[src/rtl/sr_pkg.sv]
// Shared definitions for the SR command sequencer:
// request opcode encoding and sequencer state enumeration.
package sr_pkg;

    localparam logic [1:0] OP_NOP = 2'b00;
    localparam logic [1:0] OP_CLR = 2'b01;
    localparam logic [1:0] OP_SET = 2'b10;
    localparam logic [1:0] OP_TGL = 2'b11;

    typedef enum logic [1:0] {
        ST_IDLE   = 2'b00,
        ST_DRIVE  = 2'b01,
        ST_SETTLE = 2'b10
    } state_t;

endpackage

[src/rtl/sr_cmd_sequencer.sv]
// Sequences set/clear/toggle commands onto a downstream asynchronous
// SR flip-flop and checks its fed-back q after a quiet settle gap.
module sr_cmd_sequencer
    import sr_pkg::*;
#(
    parameter int PULSE_LEN = 2,
    parameter int GAP       = 1
) (
    input  logic       clk,
    input  logic       reset,
    input  logic       req_valid,
    input  logic [1:0] req_op,
    output logic       req_ready,
    output logic       s,
    output logic       r,
    input  logic       fb_q,
    output logic       busy,
    output logic       done,
    output logic       err,
    input  logic       err_clr,
    output logic       shadow_q
);

    // Counters hold "cycles left minus one" so each phase ends at zero.
    localparam logic [3:0] DRIVE_LAST  = 4'(PULSE_LEN - 1);
    localparam logic [3:0] SETTLE_LAST = 4'(GAP - 1);

    state_t     state, state_n;
    logic [3:0] cnt, cnt_n;
    logic       tgt, tgt_n;
    logic       s_n, r_n, done_n, err_n, shadow_n;
    logic       sel;

    assign req_ready = (state == ST_IDLE);
    assign busy      = ~req_ready;

    always_ff @(posedge clk or posedge reset) begin
        if (reset) begin
            state    <= ST_IDLE;
            cnt      <= 4'd0;
            tgt      <= 1'b0;
            s        <= 1'b0;
            r        <= 1'b0;
            done     <= 1'b0;
            err      <= 1'b0;
            shadow_q <= 1'b0;
        end else begin
            state    <= state_n;
            cnt      <= cnt_n;
            tgt      <= tgt_n;
            s        <= s_n;
            r        <= r_n;
            done     <= done_n;
            err      <= err_n;
            shadow_q <= shadow_n;
        end
    end

    always_comb begin
        sel = ~shadow_q;
        unique case (req_op)
            OP_CLR:  sel = 1'b0;
            OP_SET:  sel = 1'b1;
            default: sel = ~shadow_q;
        endcase
    end

    always_comb begin
        state_n  = state;
        cnt_n    = cnt;
        tgt_n    = tgt;
        s_n      = 1'b0;
        r_n      = 1'b0;
        done_n   = 1'b0;
        shadow_n = shadow_q;
        err_n    = err_clr ? 1'b0 : err;
        unique case (state)
            ST_IDLE: begin
                if (req_valid) begin
                    if (req_op == OP_NOP) begin
                        done_n = 1'b1;
                    end else begin
                        tgt_n   = sel;
                        s_n     = sel;
                        r_n     = ~sel;
                        cnt_n   = DRIVE_LAST;
                        state_n = ST_DRIVE;
                    end
                end
            end
            ST_DRIVE: begin
                if (cnt == 4'd0) begin
                    cnt_n   = SETTLE_LAST;
                    state_n = ST_SETTLE;
                end else begin
                    s_n   = tgt;
                    r_n   = ~tgt;
                    cnt_n = cnt - 4'd1;
                end
            end
            ST_SETTLE: begin
                if (cnt == 4'd0) begin
                    // A fresh mismatch overrides a coincident err_clr.
                    if (fb_q != tgt)
                        err_n = 1'b1;
                    shadow_n = tgt;
                    done_n   = 1'b1;
                    state_n  = ST_IDLE;
                end else begin
                    cnt_n = cnt - 4'd1;
                end
            end
            default: begin
                state_n = ST_IDLE;
            end
        endcase
    end

endmodule

[config.mk]
export PLATFORM = sky130hd
export DESIGN_NAME = sr_cmd_sequencer
export DESIGN_NICKNAME = d
export VERILOG_FILES = /design/src/rtl/sr_pkg.sv /design/src/rtl/sr_cmd_sequencer.sv
export SDC_FILE = /design/constraint.sdc
export NUM_CORES = 1
export LEC_CHECK = 0
export BUFFER_PORTS_ARGS = -buffer_cell sky130_fd_sc_hd__buf_2
export CORE_AREA = 4 4 41 43
export DETAILED_ROUTE_END_ITERATION = 12
export DIE_AREA = 0 0 45 47
export MAX_ROUTING_LAYER = met4
export PLACE_DENSITY = 0.77
export SYNTH_ARGS = -nofsm -noshare
export SYNTH_HDL_FRONTEND = slang
export SYNTH_SLANG_ARGS = --single-unit
[constraint.sdc]
create_clock -name clk -period 4.2 [get_ports clk]
set_input_delay 0 -clock clk [delete_from_list [all_inputs] [get_ports clk]]
set_output_delay 0 -clock clk [all_outputs]
set_load 0.02 [all_outputs]
======== Word level (Yosys, flattened, before mapping) ========
Index checks and enable logic that the tools add are counted.
storage, ports and cells
  bits in registers ....................... 12
  input port bits ......................... 7
  output and inout bits ................... 7
  logic and storage cells ................. 59
cells by class
  $add $sub $neg .......................... 1
  equality and inequality tests ........... 10
  muxes and demuxes ....................... 27
  bitwise logic cells ..................... 5
  reductions and logical operators ........ 8
operators by type and width
  operator             count
  $mux 4               4
  $mux 1               13
  $pmux 4 s3           1
  $ne 2x2->1 const B   5
  $mux 2               4
  $pmux 1 s2           4
  $reduce_and 4->1     2
  $pmux 2 s3           1
  $not 1->1            5
  $eq 2x1->1 const B   2
  $eq 2x2->1 const B   2
  $logic_not 2->1      2
  $logic_not 4->1      1
  $sub 4x1->4 const B  1
  $reduce_and 3->1     1
  $reduce_bool 3->1    1
  $reduce_and 2->1     1
  $ne 1x1->1           1

======== Longest topological paths before layout ========
Gate-level depths: netlist of run 1.
  depth after elaboration ................. 6
  depth in mapped cells ................... 6
  gate-level depth less buffers ........... 6

======== Worst setup path before layout of run 1 ========
Ideal clock, no wire load.
  kind .................................... register to register
  from .................................... reg state[0]
  to ...................................... reg cnt[1]
  setup time .............................. 0.125 ns
  data arrival time ....................... 1.538 ns
  setup slack ............................. 2.538 ns
  cell stages (with the launch flop) ...... 7
  buffers on the path ..................... 0
  clock period less this slack ............ 1.662 ns
  path through ............................ dfrtp_1 -> inv_1 -> ha_1 -> or4b_1 -> nand3b_1 -> nor2_1 -> mux2_2
between the ends
  word-level cells in the longest chain between the ends .. 3
RTL lines
  item                                                              RTL line                RTL
  from (decl)                                                       sr_cmd_sequencer.sv:28  state_t state, state_n;
  from (signal assigned)                                            sr_cmd_sequencer.sv:48  state <= state_n;
  $eq 2x2->1 (tied with other cells)                                sr_cmd_sequencer.sv:77  unique case (state)
  $ne 2x2->1 (no line) / $reduce_bool 3->1 (equally long branches)  -
  $reduce_and 4->1 (no line)                                        -
  to (signal assigned)                                              sr_cmd_sequencer.sv:49  cnt <= cnt_n;
  to (decl)                                                         sr_cmd_sequencer.sv:29  logic [3:0] cnt, cnt_n;
Several ways; a longest one is shown, not always the timed one.
A chain may end at the register's enable or synchronous reset.

======== Worst setup path in the final report of run 1 ========
  from .................................... reg cnt[0]
  to ...................................... reg cnt[1]
between the ends
  word-level cells in the longest chain between the ends .. 3
RTL lines
  item                                                   RTL line                 RTL
  $sub 4x1->4 / $logic_not 4->1 (equally long branches)  -
  $mux 4 (tied with other cells)                         sr_cmd_sequencer.sv:102  if (cnt == 4'd0) begin
  $pmux 4 s3 / $reduce_and 4->1 (equally long branches)  -
Several ways; a longest one is shown, not always the timed one. The select of a mux whose other input is x is not followed.

==> flow_metrics.tcl, run 1 <==
set metrics [dict create \
    r2r_cells 6 \
    yosysUniqueCellTypes 24 \
    cellPowerDensity_nw_per_um2 789 \
    required_ns 4.36 \
    hold_viol 0 \
    status "completed" \
    regArea_um2 300 \
    synth-seq-cells 12 \
    finalPower_uw 668 \
    synth-edff-count 0 \
    tightest_slew_ns 0.452 \
    cts_max_level 1 \
    leakagePower_nw 0.444 \
    drc 0 \
    grt_max_degree 13 \
    slew_headroom 0.698 \
    cts_root_buffer "clkbuf_4" \
    fp.dieArea_um2 2120 \
    io_pins 14 \
    die_h_um 47 \
    antenna_cells 0 \
    drtPass1Iterations 2 \
    cts_tree "done" \
    min_period_ns 1.82 \
    path_buf_inv 1 \
    grt_pass1_wl_mm 2.37 \
    worstPathArrival_ns 1.99 \
    hold_path.class "in -> reg" \
    setup_violations 0 \
    worstSkewPairLatency_ns 0.27 \
    post_drt_wl_per_cell_um 12.8 \
    r2r_slack_ns 2.38 \
    cts_setup_buffers 0 \
    viasPerCell 5.34 \
    rows 13 \
    fmax_mhz 549 \
    core_area_um2 1300 \
    worstPathCellList "inv_1 > ha_1 > nor3b_1 > nand2_1 > nand2_1 > mux2_2" \
    vdd_ir_drop_max_mv 0.480 \
    async_reset_ff_frac 1.00 \
    cts_buffer_depth 2 \
    reg2reg_to "cnt[1]$_DFFE_PP0P_" \
    cts_resized 0 \
    antenna_found_initial 0 \
    worst-path-max-fanout 5 \
    drt_iter0_markers 13 \
    rsz0062_at_grt "no" \
    wl_mm 1.37 \
    hp-start "req_valid" \
    maxCapViolCount 0 \
    grtUsageTotal 0.163 \
    worst-setup-path-type "reg -> reg" \
    synth_area_um2 706 \
    cts_made_buffers 3 \
    tns_ns 0 \
    drive_above_1_share 0.239 \
    yosysSeqAreaShare 0.426 \
    routed-via-count 571 \
    startpoint_type "register" \
    start_util 0.542 \
    synthToLayoutAreaGrowth_pct 19.9 \
    multiInputGateArea_um2 368 \
    skew_ns 0.000973 \
    path_depth 6 \
    numClockSinks 12 \
    reg2reg_from "cnt[0]$_DFFE_PP0P_" \
    grt_pass1_vias 558 \
    place.gp.congestion 0.764 \
    portBuffers 13 \
    ys.warnings.count 0 \
    cpLargestDelayFamily "simple AND/OR/NAND/NOR gates" \
    synth_nets 88 \
    dp_hpwl_mm 1.10 \
    fill_cells 115 \
    cp_slowest_cell "dfrtp_1" \
    hold_path_end "done$_DFF_PP0_" \
    maxSlewViolCount 0 \
    grt-ovfl-total 0 \
    crit_top_cell "nand2_1" \
    syn_avg_cell_area_um2 9.67 \
    max_stage_delay_ns 0.41 \
    nets 108 \
    whs_path_depth 3 \
    path_clk_slew_ns 0.08 \
    ant_nets 0 \
    synth_top_flop_cell "dfrtp_1" \
    die_w_um 45 \
    end_kind "register" \
    synthCells 73 \
    finalCritPeriodShare 0.434 \
]
==> metrics by stage <==
stage	instance area, µm²	utilization	cells	hold slack, ns	setup WS, ns
4_1_cts	846	0.650	107	0.00577	2.37
6_report	846	0.650	107	0.00966	2.38
3_3_place_gp	790	0.607	101	0.0302	2.42
5_1_grt	846	0.650	107	0.0201	2.24
2_1_floorplan	706	-	73	-0.135	2.54
3_5_place_dp	790	0.607	101	0.0366	2.38
==> layout make-up <==
cell class | instances | area share
well taps | 15 | 0.0222
inverters | 10 | 0.0444
clock buffers | 4 | 0.0429
multi-input cells | 51 | 0.435
flip-flops and latches | 12 | 0.355
repair buffers | 15 | 0.101
==> worst reg2reg max path: cells and delay by family (launching register included) <==
kind | cells | cell delay [ns]
flops | 1 | 0.41
simple gates | 3 | 0.67
mux | 1 | 0.34
buf+inv | 1 | 0.11
fa+ha+maj | 1 | 0.18
==> how the worst max path moves through the flow <==
stage	slack, ns	start	endpoint
after floorplan	2.54	state[0]$_DFFE_PP0P_	cnt[1]$_DFFE_PP0P_
after global placement	2.42	cnt[0]$_DFFE_PP0P_	cnt[1]$_DFFE_PP0P_
after detailed placement	2.38	cnt[0]$_DFFE_PP0P_	cnt[1]$_DFFE_PP0P_
after CTS	2.37	cnt[0]$_DFFE_PP0P_	cnt[1]$_DFFE_PP0P_
after global routing	2.24	cnt[0]$_DFFE_PP0P_	cnt[1]$_DFFE_PP0P_
final	2.38	cnt[0]$_DFFE_PP0P_	cnt[1]$_DFFE_PP0P_
==> cells in the final DEF (no fill, tap or decap) <==
master / netlist / layout
o211ai_1: 1 / 1
o21ai_0: 1 / 1
o22ai_1: 3 / 3
mux2_2: 4 / 4
or4b_1: 1 / 1
nor3_1: 1 / 1
nor3b_1: 1 / 1
nor2_1: 5 / 5
nand2_1: 8 / 8
buf_2: 0 / 13
o22a_1: 1 / 1
nor4_1: 1 / 1
clkbuf_4: 0 / 3
or3b_2: 1 / 1
a22o_1: 1 / 1
nand2b_1: 1 / 1
dlygate4sd3_1: 0 / 2
dfrtp_1: 12 / 12
clkbuf_8: 0 / 1
o2bb2ai_1: 1 / 1
xnor2_1: 1 / 1
nand3_1: 3 / 3
inv_1: 10 / 10
a21o_1: 1 / 1
nor2b_1: 1 / 1
ha_1: 8 / 8
a21oi_1: 4 / 4
nand3b_1: 2 / 2
==> cells by family (layout without fill, tap and decap cells) <==
kind of cell | Yosys count | in the layout | share of synthesized area
xor+xnor | 1 | 1 | 0.0124
fa+ha+maj | 8 | 8 | 0.142
compound gates | 13 | 13 | 0.121
simple gates | 25 | 25 | 0.183
mux | 4 | 4 | 0.0638
buf+inv | 10 | 29 | 0.0532
flops | 12 | 12 | 0.426
==> flip-flops by register name, summed over array words and instances (netlist names) <==
name / count
cnt: 4
state: 2
done: 1
err: 1
r: 1
s: 1
shadow_q: 1
tgt: 1
==> synth_stat cells (all sizes together), types with 2 or more instances <==
master	count	area, µm²
o22ai	3	18.8
ha	8	100
inv	10	37.5
dfrtp	12	300
mux2	4	45.0
nand3	3	15.0
a21oi	4	20.0
nand2	8	30.0
nor2	5	18.8
nand3b	2	15.0
==> layer usage <==
metal | up-vias | routed length, µm | share of wire | global-route usage
li1 | 293 | - | - | -
met1 | 264 | 604 | 0.44 | 0.188
met2 | 10 | 671 | 0.49 | 0.271
met3 | 4 | 69 | 0.050 | 0.0383
met4 | 0 | 24 | 0.018 | 0.0702
met5 | - | 0 | 0 | -
==> repair_timing <==
item                                   4_1_cts  5_1_grt
endpoints found under the hold margin       13        0
hold buffers                                 2        0
setup endpoints to repair                    0        0
==> where the power goes <==
part	internal, mW	total (mW)	switching, mW	leakage (nW)
logic	0.158	0.363	0.205	0.267
clock network	0.0527	0.0934	0.0407	0.0210
registers	0.167	0.211	0.0438	0.156
total	0.378	0.668	0.290	0.444
Note: power is estimated with default switching activity, not from simulation.
==> run 2: changes to the inputs <==
- ABC_AREA: not set -> 1
- CORE_AREA: 4 4 41 43 -> not set
- CORE_MARGIN: not set -> 4
- CORE_UTILIZATION: not set -> 52
- DIE_AREA: 0 0 45 47 -> not set
- PLACE_DENSITY: 0.77 -> 0.75
- clock period: 4.2 -> 1.8 ns (I/O delays scaled with it)
==> run 2 against run 1 <==
Against the previous run:
- clock-buffer cell count unchanged
- sequential power increased by 120%
- via count is 12% higher
- first-iteration DRC count rose by 7.7%
==> flow_metrics.tcl, run 2 <==
set metrics [dict create \
    status "completed" \
    antenna_cells 0 \
    synth-edff-count 0 \
    io_pins 14 \
    worst-setup-path-type "reg -> reg" \
    cts_buffer_depth 2 \
    start_util 0.568 \
    layout_common_cells "inv_1, nand2_1, buf_2" \
    drtPass1Iterations 4 \
    synth_top_flop_cell "dfrtp_1" \
    cts_made_buffers 3 \
    yosysUniqueCellTypes 18 \
    wl_mm 1.52 \
    path_clk_slew_ns 0.07 \
    die_w_um 46.2 \
    nets 128 \
    synth_common_cells "inv_1, nand2_1, dfrtp_1, ha_1" \
    synth_area_um2 757 \
    tightest_slew_ns 0.463 \
    hold_viol 0 \
    end_kind "register" \
    die_h_um 46.2 \
    syn_avg_cell_area_um2 8.14 \
    fp.dieArea_um2 2130 \
    worstPathArrival_ns 1.61 \
    cellPowerDensity_nw_per_um2 1800 \
    dp_hpwl_mm 1.17 \
    drt_iter0_markers 14 \
    leakagePower_nw 0.511 \
    yosys.area.top_type "dfrtp_1" \
    yosysSeqAreaShare 0.397 \
    rsz0062_at_grt "no" \
    grt_pass1_wl_mm 2.59 \
    vdd_ir_drop_max_mv 1.21 \
    ant_nets 0 \
    place_area_um2 841 \
    drive_above_1_share 0.259 \
    grt_max_degree 13 \
    ys.warnings.count 0 \
    cts_resized 0 \
    fmax_mhz 699 \
    yosysMostFrequentCell "inv_1" \
    synthCells 93 \
    core_area_um2 1330 \
    reg_top3 "cnt (4), state (2)" \
    fin_area_um2 897 \
    worst-path-max-fanout 4 \
    regMostFlops "cnt" \
    finalCritPeriodShare 0.795 \
    drc 0 \
    antenna_found_initial 0 \
    synth_nets 108 \
    post_drt_wl_per_cell_um 12.0 \
    maxSlewViolCount 0 \
    rows 13 \
    numClockSinks 12 \
    portBuffers 13 \
    cts_root_buffer "clkbuf_4" \
    maxCapViolCount 0 \
    viasPerCell 5.06 \
    required_ns 1.98 \
    grt-ovfl-total 0 \
    place.gp.congestion 0.763 \
    setup_violations 0 \
    synthTopCellsByArea "dfrtp_1, ha_1, inv_1" \
    netlist.area_leader.share 0.397 \
    ctsHoldBuffers 2 \
    tns_ns 0 \
    routed-via-count 642 \
    async_reset_ff_frac 1.00 \
    worstSkewPairLatency_ns 0.28 \
    largest_register_ffs 4 \
    grt_pass1_vias 608 \
    synth-seq-cells 12 \
    slew_headroom 0.691 \
    skew_ns 0.00528 \
    cts_setup_buffers 0 \
    cts_max_level 1 \
    startpoint_type "register" \
    min_period_ns 1.43 \
    cts_tree "done" \
    synthToLayoutAreaGrowth_pct 18.5 \
    final_common_cell "inv_1" \
    grtUsageTotal 0.183 \
    hold_path.class "in -> reg" \
]
-- run 2: cell count changes in the layout (fill, tap and decap cells not counted), sizes merged, moves of 2 or more --
cell | previous run | this run
nand2 | 8 | 23
inv | 10 | 22
o21ai | 1 | 9
nand3 | 3 | 9
a21oi | 4 | 0
mux2 | 4 | 0
a21boi | 0 | 2
nand3b | 2 | 0
o22ai | 3 | 1
-- run 2: metrics by stage --
step,instances,util,hold WS [ns],total power [mW],worst slack (ns)
after floorplan,93,-,-0.135,1.18,0.341
after global placement,121,0.630,0.0268,1.36,0.466
after detailed placement,121,0.630,0.0302,1.39,0.389
after CTS,127,0.673,0.0134,1.62,0.383
after global routing,127,0.673,0.0440,1.77,0.275
final,127,0.673,0.0184,1.61,0.369
-- run 2: metal layers --
| layer | GRT usage | vias to the layer above | wire (µm) |
|---|---|---|---|
| met5 | - | - | 0 |
| met4 | 0.102 | 0 | 39 |
| met3 | 0.0469 | 5 | 71 |
| met2 | 0.283 | 17 | 708 |
| met1 | 0.212 | 292 | 703 |
| li1 | - | 328 | - |
-- run 2: final cells by class --
type | count | area, µm²
clock buffers | 4 | 36.3
fillers | 110 | 437
inverters | 22 | 82.6
multi-input cells | 59 | 374
flip-flops and latches | 12 | 300
well taps | 15 | 18.8
repair buffers | 15 | 85.1
-- run 2: worst paths after layout --
check	from	to	slack [ns]	cells after the start
setup / recovery	state[1]$_DFFE_PP0P_	cnt[2]$_DFFE_PP0P_	0.37	8
setup reg to reg	state[1]$_DFFE_PP0P_	cnt[2]$_DFFE_PP0P_	0.37	8
max in group asynchronous	reset	cnt[3]$_DFFE_PP0P_	1.20	3
hold reg to reg	cnt[0]$_DFFE_PP0P_	cnt[0]$_DFFE_PP0P_	0.49	2
hold / removal	fb_q	err$_DFF_PP0_	0.02	3
min in group asynchronous	reset	done$_DFF_PP0_	0.28	3
-- run 2: worst max-delay path: stages, from the launching register on --
cell and delay (ns):
dfrtp_1 0.42, inv_1 0.09, ha_1 0.22, nand2_1 0.13
nand3_2 0.14, nor2_4 0.16, nand2_1 0.07, nand2_1 0.07
inv_1 0.04
-- run 2: cell families after synthesis --
kind of cell	after synthesis	share of synthesized area
flip-flops	12	0.397
AO/OA/AOI/OAI	13	0.0975
XOR/XNOR	1	0.0116
adder cells (fa/ha/maj)	8	0.132
AND/OR/NAND/NOR	37	0.253
buffers and inverters	22	0.109
-- run 2: where the power goes --
group	leakage (nW)	switching, mW	internal, mW
registers	0.156	0.0824	0.386
clock network	0.0210	0.0962	0.123
logic	0.334	0.593	0.333
total	0.511	0.772	0.843
==> run 3: changes to the inputs <==
- ABC_AREA: 1 -> 0
- CORE_UTILIZATION: 52 -> 51
- clock period: 1.8 -> 1.45 ns (I/O delays scaled with it)
==> run 3 against run 2 <==
Against the previous run:
- the flow now finishes with violations (negative setup slack)
- die area fell by 4.1%
- final cell count rose by 3.1%
- first-iteration DRC count rose by 43%
- critical path type unchanged
==> flow_metrics.tcl, run 3 (synthesis gave the netlist of run 1 again) <==
set metrics [dict create \
    status "finished, violations left" \
    violations "negative setup slack" \
    nets 132 \
    grtUsageTotal 0.264 \
    hold_path.class "in -> reg" \
    maxCapViolCount 0 \
    layout_common_cells "buf_4, buf_2, dfrtp_1" \
    cts_tree "done" \
    place.gp.congestion 0.875 \
    grt_max_degree 13 \
    cts_max_level 1 \
    finalPower_mw 3.01 \
    fmax_mhz 568 \
    cts_made_buffers 3 \
    antenna_found_initial 0 \
    grt-ovfl-total 0 \
    portBuffers 13 \
    maxSlewViolCount 0 \
    skew_ns 0.0120 \
    wl_mm 2.59 \
    ant_nets 0 \
    post_drt_wl_per_cell_um 19.8 \
    hold_viol 0 \
    reg2reg_from "state[0]$_DFFE_PP0P_" \
    r2r_cells 8 \
    grt_pass1_vias 760 \
    utilization 0.881 \
    r2r_slack_ns -0.31 \
    dp_slack_ns -0.269 \
    fill_cells 59 \
    viasPerCell 5.90 \
    hold_path_end "err$_DFF_PP0_" \
    fin_cells 131 \
    cts_root_buffer "clkbuf_4" \
    placed_cells 116 \
    hp-start "fb_q" \
    whs_path_depth 3 \
    antenna_cells 0 \
    worst-setup-path-type "reg -> reg" \
    final_common_cell "buf_4" \
    regMostFlops "cnt" \
    drive_above_1_share 0.534 \
    reg2reg_to "cnt[0]$_DFFE_PP0P_" \
    cellPowerDensity_nw_per_um2 2620 \
    synthToLayoutAreaGrowth_pct 62.4 \
    rsz0062_at_grt "yes" \
    fp.dieArea_um2 2040 \
    worst-path-max-fanout 3 \
    startpoint_type "register" \
    end_kind "register" \
    io_pins 14 \
    vdd_ir_drop_max_mv 1.57 \
    fin_area_um2 1150 \
    drt_iter0_markers 20 \
    place_area_um2 935 \
    tightest_slew_ns 0.486 \
    cts_buffer_depth 2 \
    path_clk_slew_ns 0.09 \
    min_period_ns 1.76 \
    numClockSinks 12 \
    die_h_um 45.2 \
    rows 13 \
    finalWorstSetupSlack_ns -0.311 \
    core_area_um2 1300 \
    setup_violations 7 \
    dp_hpwl_mm 1.42 \
    worstPathArrival_ns 1.93 \
    tns_ns -1.39 \
    drtPass1Iterations 4 \
    slew_headroom 0.676 \
    worstSkewPairLatency_ns 0.29 \
    finalCritPeriodShare 1.21 \
    required_ns 1.62 \
    leakagePower_nw 0.590 \
    hold-worst-slack_ns 0.0169 \
    drc 0 \
    grt_pass1_wl_mm 3.58 \
    routed-via-count 773 \
    largest_register_ffs 4 \
    die_w_um 45.2 \
    reg_top3 "cnt (4), state (2)" \
    start_util 0.542 \
]
## run 3: worst max-delay path by stage
stage                                     from                  to  depth (start not counted)
final                     state[0]$_DFFE_PP0P_  cnt[0]$_DFFE_PP0P_                          8
after CTS                 state[0]$_DFFE_PP0P_  cnt[1]$_DFFE_PP0P_                          6
after global placement      cnt[1]$_DFFE_PP0P_  cnt[1]$_DFFE_PP0P_                          6
after global routing      state[0]$_DFFE_PP0P_  cnt[0]$_DFFE_PP0P_                          8
after floorplan           state[0]$_DFFE_PP0P_  cnt[1]$_DFFE_PP0P_                          6
after detailed placement    cnt[1]$_DFFE_PP0P_  cnt[1]$_DFFE_PP0P_                          6
## run 3: final cells by class
class | count | area [µm²] | area share
Clock buffer | 4 | 36.3 | 0.0317
Sequential cell | 12 | 302 | 0.263
Timing Repair Buffer | 39 | 288 | 0.251
Tap cell | 15 | 18.8 | 0.0164
Inverter | 10 | 37.5 | 0.0328
Multi-Input combinational cell | 51 | 464 | 0.405
## run 3: layer usage
layer / global-route usage / wire length, µm / share of wire
met4: 0.152 / 159 / 0.061
met3: 0.0637 / 172 / 0.066
met5: - / 0 / 0
met2: 0.472 / 1350 / 0.52
met1: 0.254 / 911 / 0.35
## run 3: repair_timing
action / CTS / global route
setup endpoints to repair: 9 / 8
buffers inserted: 5 / 4
hold buffers: 2 / 0
hold endpoints to repair: 13 / 0
pin swaps: 5 / 4
resized for setup: 12 / 8
## run 3: where the power goes
group / internal, mW / total, mW / switching, mW
clock: 0.153 / 0.288 / 0.134
combinational: 1.06 / 2.09 / 1.03
sequential: 0.486 / 0.626 / 0.140
## run 3: critical path, cell delays in order, from the launching register on
cell	delay [ns]
dfrtp_1	0.42
buf_4	0.15
buf_6	0.10
buf_6	0.10
ha_1	0.19
a21oi_2	0.19
nand2_2	0.12
buf_6	0.14
a22o_1	0.23
